**src/rtl/exc_pc_ctrl.sv**
```systemverilog
// Exception/return sequencer in front of the PC-source mux: passes control selects through in IDLE, runs SAVE/WAIT/LOAD on exceptions and RET on eret.
// Latency: exception edge to pc_write = MEM_LATENCY+1 cycles, eret = 1 cycle; no backpressure, requests outside IDLE are dropped.
module exc_pc_ctrl #(
    parameter int unsigned MEM_LATENCY = 2,
    parameter logic [31:0] VEC_BASE    = 32'd253
) (
    input  logic        clk,
    input  logic        reset,
    input  logic [2:0]  pc_src_req,
    input  logic        pc_write_req,
    input  logic        exc_opcode,
    input  logic        exc_overflow,
    input  logic        exc_div0,
    input  logic        eret,
    input  logic [31:0] pc_in,
    input  logic [31:0] mem_data_in,
    output logic [2:0]  pc_src_sel,
    output logic        pc_write,
    output logic [31:0] epc_out,
    output logic [31:0] mem_addr,
    output logic        mem_addr_ovr,
    output logic [31:0] handler_addr,
    output logic [1:0]  cause,
    output logic        exc_busy
);

    typedef enum logic [2:0] {
        IDLE = 3'd0,
        SAVE = 3'd1,
        WAIT = 3'd2,
        LOAD = 3'd3,
        RET  = 3'd4
    } state_t;

    localparam logic [2:0] CNT_INIT = 3'(MEM_LATENCY - 1);

    state_t      state, state_nxt;
    logic [2:0]  cnt, cnt_nxt;
    logic        exc_any;
    logic [1:0]  cause_nxt;
    logic [2:0]  sel_c;
    logic        write_c;
    logic        ovr_c;
    logic        unused_mem_hi;

    assign exc_any = exc_opcode | exc_overflow | exc_div0;

    always_comb begin
        cause_nxt = 2'd0;
        if (exc_opcode)
            cause_nxt = 2'd1;
        else if (exc_overflow)
            cause_nxt = 2'd2;
        else if (exc_div0)
            cause_nxt = 2'd3;
    end

    always_ff @(posedge clk or negedge reset) begin
        if (!reset) begin
            state    <= IDLE;
            cnt      <= 3'd0;
            epc_out  <= 32'd0;
            cause    <= 2'd0;
            mem_addr <= 32'd0;
        end else begin
            state <= state_nxt;
            cnt   <= cnt_nxt;
            if (state == IDLE && exc_any) begin
                cause    <= cause_nxt;
                epc_out  <= pc_in - 32'd4;
                mem_addr <= VEC_BASE + {30'd0, cause_nxt} - 32'd1;
            end
        end
    end

    always_comb begin
        state_nxt = state;
        cnt_nxt   = cnt;
        sel_c     = 3'b000;
        write_c   = 1'b0;
        ovr_c     = 1'b0;
        case (state)
            IDLE: begin
                sel_c   = pc_src_req;
                write_c = pc_write_req;
                // exception has priority over a simultaneous eret
                if (exc_any)
                    state_nxt = SAVE;
                else if (eret)
                    state_nxt = RET;
            end
            SAVE: begin
                ovr_c     = 1'b1;
                cnt_nxt   = CNT_INIT;
                state_nxt = (MEM_LATENCY <= 1) ? LOAD : WAIT;
            end
            WAIT: begin
                ovr_c   = 1'b1;
                cnt_nxt = cnt - 3'd1;
                if (cnt <= 3'd1)
                    state_nxt = LOAD;
            end
            LOAD: begin
                ovr_c     = 1'b1;
                sel_c     = 3'b101;
                write_c   = 1'b1;
                state_nxt = IDLE;
            end
            RET: begin
                sel_c     = 3'b011;
                write_c   = 1'b1;
                state_nxt = IDLE;
            end
            default: state_nxt = IDLE;
        endcase
    end

    // pass-through is gated by reset so a held pc_write_req cannot write PC during reset
    assign pc_src_sel    = reset ? sel_c : 3'b000;
    assign pc_write      = reset & write_c;
    assign mem_addr_ovr  = reset & ovr_c;
    assign exc_busy      = (state != IDLE);
    assign handler_addr  = {24'd0, mem_data_in[7:0]};
    assign unused_mem_hi = ^mem_data_in[31:8];

endmodule

```
**config.mk**
```make
export PLATFORM = sky130hd
export DESIGN_NAME = exc_pc_ctrl
export DESIGN_NICKNAME = d
export VERILOG_FILES = /design/src/rtl/exc_pc_ctrl.sv
export SDC_FILE = /design/constraint.sdc
export NUM_CORES = 1
export LEC_CHECK = 0
export ABC_AREA = 1
export ABC_CLOCK_PERIOD_IN_PS = 1700
export BUFFER_PORTS_ARGS = -buffer_cell sky130_fd_sc_hd__buf_2
export CORE_UTILIZATION = 35
export DETAILED_ROUTE_END_ITERATION = 10
export PLACE_DENSITY = 0.74
export SYNTH_ARGS = -nofsm -noshare
export SYNTH_HDL_FRONTEND = slang
export SYNTH_SLANG_ARGS = --single-unit
```
**constraint.sdc**
```tcl
create_clock -name clk -period 1.7 [get_ports clk]
set_input_delay 0.255 -clock clk [delete_from_list [all_inputs] [get_ports clk]]
set_output_delay 0.255 -clock clk [all_outputs]
set_load 0.01 [all_outputs]
```
==> results of run 1 <==
==> synthesized netlist by cell type (all sizes together) <==
library cell / count / area share, %
nand2: 123 / 16
nor2: 70 / 11
buf: 69 / 17
inv: 42 / 5.1
dfrtp: 41 / 33
nand3: 28 / 4.5
o21ai: 21 / 3.6
nand4: 8 / 1.6
a21oi: 7 / 1.2
xor2: 6 / 1.7
a31oi: 4 / 0.80
nor3: 4 / 1.0
o21bai: 4 / 0.96
ha: 3 / 1.2
or2: 2 / 0.48
xnor2: 2 / 0.56
a22oi: 1 / 0.24
conb: 1 / 0.12
nand3b: 1 / 0.24
o22ai: 1 / 0.20
==> critical path, stage by stage, from the launching register on <==
cell and delay [ns]:
dfrtp_1 0.42, nor2_4 0.17, nand2_4 0.08, clkinvlp_4 0.11, nand2_1 0.06, a21oi_1 0.11, buf_2 0.14
==> flip-flops by register name, summed over array words and instances, names as in the netlist <==
name,cells
cnt,3
epc_out,32
state,3
mem_addr,3
==> routing by layer <==
metal	up-vias	global-route usage [%]
met5	-	0
met4	0	6.86
met3	15	4.15
met2	108	29.2
li1	1431	-
met1	1302	17.1
==> final timing paths <==
| path | cells past startpoint | end | slack [ns] |
|---|---|---|---|
| min | 2 | state[1]$_DFFE_PN0P_ | 0.06 |
| min reg2reg | 2 | epc_out[20]$_DFFE_PN0P_ | 0.48 |
| min in group clk | 2 | epc_out[2]$_DFFE_PN0P_ | 0.15 |
| max in group asynchronous | 2 | epc_out[13]$_DFFE_PN0P_ | 1.27 |
| max | 6 | pc_src_sel[2] | 0.07 |
| max reg2reg | 7 | epc_out[10]$_DFFE_PN0P_ | 0.11 |
==> layout make-up <==
type                    count  area, um^2
clock buffers               5        68.8
inverters                  42         164
multi-input cells         333        1590
repair buffers             96         498
flip-flops and latches     41        1030
clock inverters             3        43.8
fillers                   901        5150
well taps                 108         135
diodes                      1        2.50
==> repair_timing <==
| action | CTS | global route |
|---|---|---|
| pin swaps | 0 | 2 |
| hold buffers | 0 | 0 |
| endpoints found under the setup margin | 3 | 3 |
| gates resized for setup | 2 | 3 |
| gates cloned | 0 | 0 |
| hold endpoints to repair | 0 | 0 |
| setup buffers | 2 | 2 |
==> power groups by stage <==
stage / combinational [uW] / sequential [uW] / clock, uW
after floorplan: 1370 / 1900 / 0
after global placement: 2130 / 1690 / 0
after detailed placement: 2170 / 1730 / 0
after CTS: 2240 / 1700 / 842
after global routing: 2560 / 1760 / 886
final: 2250 / 1700 / 807
==> stage by stage <==
step	total power (uW)	instance area (um^2)	setup slack [ns]	instances
finish	4760	3530	0.0685	629
global placement	3830	3380	0.0922	616
global route	5200	3530	-0.0561	628
floorplan	3260	3300	0.362	485
CTS	4790	3510	0.00544	626
detailed placement	3900	3380	0.0607	616
==> cells by family (layout without fill, tap and decap cells) <==
group | count (synthesis) | in the layout | synth area share [%]
other | 1 | 49 | 0.120
adder cells (fa/ha/maj) | 3 | 3 | 1.20
AO/OA/AOI/OAI | 38 | 38 | 7.05
flip-flops | 41 | 41 | 32.9
buffers and inverters | 111 | 146 | 22.0
XOR/XNOR | 8 | 8 | 2.24
AND/OR/NAND/NOR | 236 | 236 | 34.6
==> reports/qor.txt, run 1 <==
antenna violations before repair - 0
RSZ-0062 raised after global routing - yes
Post-Syn Area - 3120 um^2
largest net degree at the start of global routing - 42
Slew headroom - 64.2%
total CTS buffers - 5
global route overflow - 0
Detail Route met3 WL - 558 um
met2 WL - 3730 um
top sig layer - met4
Pins Over Slew Limit - 0
WL final - 7420 um
FF-to-FF Start - state[1]$_DFFE_PN0P_
final worst path period share - 96.0%
CTS tree - done
nets - 596
die width - 96.5 um
Worst EP arrival - 1.38 ns
Setup TNS Final - 0 ns
sequential share of power - 35.7%
P_int - 2760 uW
I/O pins - 178
Clock Skew - 0.0171 ns
post-DR vias/cell - 4.54
Final setup viols - 0
beginning of the critical path - state[1]$_DFFE_PN0P_
CP endpoint kind - output port
DRC - 0
Power Density - 1350 nW/um^2
most frequent cells in the layout - 116 x nand2_1, 89 x buf_2, 55 x nor2_1, 48 x conb_1, 41 x dfrtp_1
fmax - 613 MHz
syn_area_per_cell - 7.13 um^2
Leak - 0.00188 uW
CP Class - reg2out
area grow syn2layout - 13.0%
Crit path required time - 1.44 ns
Peak VDD IR - 0.000442 V
wl on met1 - 2930 um
worst slew pin tran - 0.536 ns
Die Y - 96.5 um
startpoint types - register
Cells after Synth - 438
die area - 9300 um^2
WL/cell - 11.8 um
Detail Placement HPWL - 5890 um
Worst-Skew Late Latency - 0.30 ns
crit path time final - 1.63 ns
Switching Share - 41.9%
crit-path max FO - 6
GRT Util Overall - 15.9%
GPL Wtd Cong - 0.883
WHS - 0.0582 ns
drt first pass iters - 4
path type of the worst min-delay path - in2async
post-layout util - 40.7%
total number of vias - 2856
port bufs - 89
synth warn - 0
root buf cell - clkbuf_8
CORE AREA - 8680 um^2
layout cells sized above 1 - 26.5%
Starting DRT DRC Count - 113
Combinational Power Share - 47.3%
clock sinks - 41
sequential fraction of the synthesis area - 32.9%
std cell rows - 34
status - completed
#FFs+latches synth - 41
global-route wire length before repair - 11300 um
commonest non-fill, non-tap cell in the layout - nand2_1
count of cell types in the netlist - 33
ANT nets after route - 0
P_sw - 2000 uW
H-tree levels - 2
worst-case clock buffer depth - 2
number of global-route vias before repair - 2592
clock share of power - 17.0%
Max Cap Viol - 0
clock slew at reported path FFs - 0.09 ns
Hold Fails Final Rpt - 0
Initial Util - 36.0%
Note: power is estimated with default switching activity, not from simulation.
==> inputs of run 2 (changes only) <==
Settings changed: PLACE_DENSITY 0.74 to 0.72.
==> run 2 against run 1 <==
Clock skew down 0.013 ns. Combinational power increased by 4%. Fmax decreased by 2.1%. Cell area increased by 1.1%. Sequential cell count unchanged.
==> reports/qor.txt, run 2 (synthesis gave the netlist of run 1 again) <==
Max Cap Viol - 0 (unchanged)
nets - 601 (+0.84%)
Final WS setup - 0.0329 ns (-0.0356 ns)
max reg flops - 32 (unchanged)
fmax - 600 MHz (-2.1%)
Combinational Power Share - 49.1% (+1.8 points)
Die Y - 96.5 um (unchanged)
RSZ-0062 raised after global routing - yes
Setup TNS Final - 0 ns (unchanged)
ANT nets after route - 0 (unchanged)
WL final - 7560 um (+2.0%)
Final setup viols - 0 (unchanged)
Power Total - 4760 uW (about the same)
ANT cells - 0 (-1)
Clock Skew - 0.00378 ns (-0.0133 ns)
P_int - 2740 uW (-0.92%)
Pins Over Slew Limit - 0 (unchanged)
Worst-Skew Late Latency - 0.30 ns (about the same)
Cell Chain, Critical Path - nor2_4 -> nand2_4 -> clkinvlp_4 -> nand2_1 -> a21oi_2 -> buf_2
number of global-route vias before repair - 2654 (+2.4%)
Top reg by flops - epc_out
fin area - 3570 um^2 (+1.1%)
CP Class - reg2out
antenna violations before repair - 0 (unchanged)
CORE AREA - 8680 um^2 (unchanged)
Area after DPL - 3390 um^2 (+0.44%)
total CTS buffers - 5 (unchanged)
WL/cell - 11.9 um (+1.4%)
worst r2r dst - epc_out[11]$_DFFE_PN0P_
global route overflow - 0 (unchanged)
root buf cell - clkbuf_8
Peak VDD IR - 0.000461 V (+4.2%)
I/O pins - 178 (unchanged)
Starting DRT DRC Count - 92 (-19%)
CTS tree - done
Switching Share - 42.4% (+0.51 points)
Detail Placement HPWL - 6020 um (+2.2%)
reg2reg setup slack - 0.08 ns (-0.03 ns)
std cell rows - 34 (unchanged)
DP Cell Count - 618 (+0.32%)
global-route wire length before repair - 11700 um (+3.4%)
H-tree levels - 2 (unchanged)
total number of vias - 2881 (+0.88%)
FF-to-FF Start - state[1]$_DFFE_PN0P_
path type of the worst min-delay path - in2reg
post-DR vias/cell - 4.55 (+0.24%)
Post-Layout Cell Count - 633 (+0.64%)
Power Density - 1330 nW/um^2 (-1.2%)
Leak - 0.00190 uW (+1.1%)
Critical Path Sink - pc_src_sel[2]
GPL Wtd Cong - 0.944 (+6.9%)
Initial Util - 36.0% (unchanged)
clock share of power - 15.2% (-1.8 points)
Crit path required time - 1.44 ns (about the same)
port bufs - 89 (unchanged)
startpoint types - register
layout cells sized above 1 - 27.6% (+1.1 points)
CP endpoint kind - output port
most frequent cells in the layout - 116 x nand2_1, 89 x buf_2, 55 x nor2_1, 48 x conb_1, 40 x dfrtp_1
Worst EP arrival - 1.41 ns (+0.03 ns)
die area - 9300 um^2 (unchanged)
Hold Fails Final Rpt - 0 (unchanged)
status - completed
commonest non-fill, non-tap cell in the layout - nand2_1
die width - 96.5 um (unchanged)
GRT Util Overall - 16.2% (+0.31 points)
crit path time final - 1.67 ns (+0.0356 ns)
worst-case clock buffer depth - 2 (unchanged)
CP max stage delay - 0.44 ns (+0.02 ns)
final worst path period share - 98.1% (+2.1 points)
largest net degree at the start of global routing - 41 (-2.4%)
critical path's slowest cell - dfrtp_2
clock slew at reported path FFs - 0.08 ns (about the same)
area grow syn2layout - 14.3%
DP Worst Slack - 0.111 ns (+0.0501 ns)
P_sw - 2020 uW (+1.2%)
crit-path max FO - 5 (-1)
beginning of the critical path - state[1]$_DFFE_PN0P_
clock sinks - 41 (unchanged)
DRC - 0 (unchanged)
drt first pass iters - 6 (+2)
sequential share of power - 35.7% (about the same)
worst reg-to-reg path cell count - 7 (unchanged)
[run 2: layout make-up]
| type | instances | area, um^2 |
|---|---|---|
| repair buffers | 101 | 542 |
| clock buffers | 7 | 96.3 |
| well taps | 108 | 135 |
| clock inverters | 1 | 5.00 |
| flip-flops and latches | 41 | 1030 |
| fillers | 924 | 5110 |
| multi-input cells | 333 | 1600 |
| inverters | 42 | 164 |
[run 2: worst min-delay path by stage]
stage / cells after the start / endpoint / from / slack [ns]
floorplan: 0 / cnt[0]$_DFFE_PN0P_ / reset / -0.04
global placement: 2 / state[2]$_DFFE_PN0P_ / reset / 0.28
detailed placement: 2 / state[2]$_DFFE_PN0P_ / reset / 0.29
CTS: 2 / epc_out[2]$_DFFE_PN0P_ / pc_in[2] / 0.13
global route: 2 / epc_out[2]$_DFFE_PN0P_ / pc_in[2] / 0.14
finish: 2 / epc_out[2]$_DFFE_PN0P_ / pc_in[2] / 0.14
[run 2: layer usage]
metal  global-route usage [%]  wire length [um]  vias up
li1                         -                 -     1436
met1                     17.5              2920     1311
met2                     30.2              3840      113
met3                     3.91               554       21
met4                     6.50               247        0
met5                        0                 0        -
[run 2: critical path, delay by kind of cell (launching register included)]
family | cells | cell delay [ns]
AOI/OAI and AO/OA | 1 | 0.11
buffers and inverters | 2 | 0.23
DFF | 1 | 0.44
and+or+nand+nor | 3 | 0.32
[run 2: power by group through the flow]
stage	registers [uW]	logic [uW]	clock network (uW)
6_report	1700	2340	722
5_1_grt	1770	2640	791
4_1_cts	1700	2270	748
3_5_place_dp	1730	2180	0
3_3_place_gp	1700	2130	0
2_1_floorplan	1900	1370	0
[run 2: what timing repair did]
action	CTS	global route
setup buffers	3	3
endpoints found under the setup margin	3	3
resized for setup	2	7
pin swaps	0	3
gates cloned	0	0
endpoints found under the hold margin	41	0
hold buffers	1	0
[run 2: stage by stage]
step	util, %	hold WS [ns]
floorplan	-	-0.0406
global placement	39.1	0.278
detailed placement	39.1	0.286
CTS	40.7	0.134
global route	41.1	0.136
finish	41.1	0.138
==> inputs of run 3 (changes only) <==
Settings changed: BUFFER_PORTS_ARGS -buffer_cell sky130_fd_sc_hd__buf_2 to default, CORE_UTILIZATION 35 to 60, DONT_BUFFER_PORTS from default to 1, PLACE_DENSITY 0.72 to 0.82.
==> run 3 against run 2 <==
Register-to-register slack gained 0.20 ns. Clock-buffer cell count decreased by 2. Total power decreased by 10%. Clock power up 5.8%. Critical path depth fell by 1. Utilization rose by 22 points. Largest cell class unchanged. Setup slack worse by 0.0040 ns. Sequential share of layout area increased by 4.7 points.
==> reports/qor.txt, run 3 (synthesis gave the netlist of run 1 again) <==
GRT Util Overall - 25.3% (+9.1 points)
Leak - 0.00153 uW (-19%)
critical path's slowest cell - dfrtp_1
I/O pins - 178 (unchanged)
H-tree levels - 2 (unchanged)
commonest non-fill, non-tap cell in the layout - nand2_1
clock sinks - 41 (unchanged)
Setup TNS Final - 0 ns (unchanged)
root buf cell - clkbuf_8
total number of vias - 2485 (-14%)
Max Cap Viol - 0 (unchanged)
Detail Placement HPWL - 5030 um (-17%)
Crit path required time - 1.44 ns (about the same)
Clock Skew - 0.00934 ns (+0.00556 ns)
ANT cells - 0 (unchanged)
std cell rows - 25 (-26%)
Worst-Skew Late Latency - 0.30 ns (about the same)
worst slew pin tran - 0.560 ns
Hold Fails Final Rpt - 0 (unchanged)
fin area - 3070 um^2 (-14%)
CP max stage delay - 0.42 ns (-0.02 ns)
max reg flops - 32 (unchanged)
Peak VDD IR - 0.000627 V (+36%)
startpoint types - register
ANT nets after route - 0 (unchanged)
final worst path period share - 98.3% (+0.23 points)
fmax - 598 MHz (-0.24%)
worst-case clock buffer depth - 2 (unchanged)
CP delay by family, top - flip-flops
RSZ-0062 raised after global routing - yes
Initial Util - 64.0% (+28 points)
Pins Over Slew Limit - 0 (unchanged)
total CTS buffers - 5 (unchanged)
Slew headroom - 62.7%
Buf/Inv on CP - 1 (-1)
reg2reg setup slack - 0.28 ns (+0.20 ns)
Worst EP arrival - 1.42 ns (about the same)
global-route wire length before repair - 10500 um (-10%)
CORE AREA - 4880 um^2 (-44%)
largest net degree at the start of global routing - 42 (+2.4%)
number of global-route vias before repair - 2346 (-12%)
CTS tree - done
area grow syn2layout - -1.80%
Cell Chain, Critical Path - buf_4 -> nand3_1 -> o21ai_1 -> a21oi_1 -> nor2_2
nets - 509 (-15%)
Power Total - 4280 uW (-10%)
post-DR vias/cell - 4.98 (+9.4%)
path type of the worst min-delay path - in2reg
die width - 74.1 um (-23%)
port bufs - 0 (-100%)
antenna violations before repair - 0 (unchanged)
clock slew at reported path FFs - 0.07 ns (about the same)
Starting DRT DRC Count - 101 (+9.8%)
global route overflow - 0 (unchanged)
die area - 5500 um^2 (-41%)
crit-path max FO - 3 (-2)
GPL Wtd Cong - 0.955 (+1.1%)
CP endpoint kind - output port
crit path time final - 1.67 ns (+0.00396 ns)
drt first pass iters - 4 (-2)
Final setup viols - 0 (unchanged)
DRC - 0 (unchanged)
status - completed
Top reg by flops - epc_out
Area after DPL - 2880 um^2 (-15%)
CP Class - reg2out
layout cells sized above 1 - 11.8% (-16 points)
WHS - 0.0355 ns (-0.103 ns)
WL final - 6770 um (-10%)
Power Density - 1400 nW/um^2 (+4.7%)
WL/cell - 13.6 um (+14%)
Die Y - 74.1 um (-23%)
most frequent cells in the layout - 115 x nand2_1, 53 x nor2_1, 48 x conb_1, 41 x dfrtp_1, 38 x inv_1
## run 3: cell types whose count changed in the layout (fill, tap and decap cells not counted), sizes merged
| cell | previous run | this run |
|---|---|---|
| clkbuf | 7 | 5 |
| bufinv | 0 | 1 |
| buf | 100 | 8 |
## run 3: repair_timing
action / in CTS / in global routing
hold buffers: 2 / 0
gates resized for setup: 3 / 5
hold endpoints to repair: 41 / 0
endpoints found under the setup margin: 3 / 3
setup buffers: 0 / 4
pin swaps: 0 / 3
## run 3: layout make-up
type	instances	area (um^2)
flip-flops and latches	41	1030
clock buffers	5	68.8
well taps	67	83.8
repair buffers	9	82.6
fillers	447	1810
clock inverters	2	35.0
inverters	42	164
multi-input cells	333	1610
## run 3: path summary, 6_finish.rpt
path                                        startpoint                      end  depth (start not counted)
worst max-delay path              state[0]$_DFFE_PN0P_                 pc_write                          5
worst min-delay path                          pc_in[2]   epc_out[2]$_DFFE_PN0P_                          1
worst max register to register    state[1]$_DFFE_PN0P_     state[0]$_DFFE_PN0P_                          8
worst min register to register  epc_out[1]$_DFFE_PN0P_   epc_out[1]$_DFFE_PN0P_                          2
max in group asynchronous                        reset  epc_out[23]$_DFFE_PN0P_                          2
min in group asynchronous                        reset   epc_out[6]$_DFFE_PN0P_                          2
## run 3: per-layer routing
layer	global-route usage (%)	vias to the layer above	wire, um
met5	0	-	0
met4	6.62	0	46
met3	8.27	6	583
met2	44.0	103	3390
met1	30.1	1129	2760
li1	-	1247	-
## run 3: worst register-to-register path: stages (launching register included)
cell        delay, ns
dfrtp_1          0.43
nor2_4           0.17
nand2_4          0.12
clkinvlp_4       0.14
buf_4            0.12
buf_4            0.10
nand2_1          0.04
o21ai_0          0.14
a21oi_1          0.05
## run 3: report_power, final
| part | internal, uW | total, uW | leakage [uW] | switching [uW] |
|---|---|---|---|---|
| logic | 570 | 1530 | 0.000987 | 961 |
| clock network | 427 | 764 | 0.0000540 | 337 |
| registers | 1440 | 1990 | 0.000494 | 545 |
## run 3: stage by stage
stage          utilization [%]  setup slack (ns)  instances
2_1_floorplan                -             0.362        485
3_3_place_gp              59.0             0.218        486
3_5_place_dp              59.0             0.208        486
4_1_cts                   61.9            0.0266        495
5_1_grt                   62.8           -0.0662        499
6_report                  62.8            0.0289        499
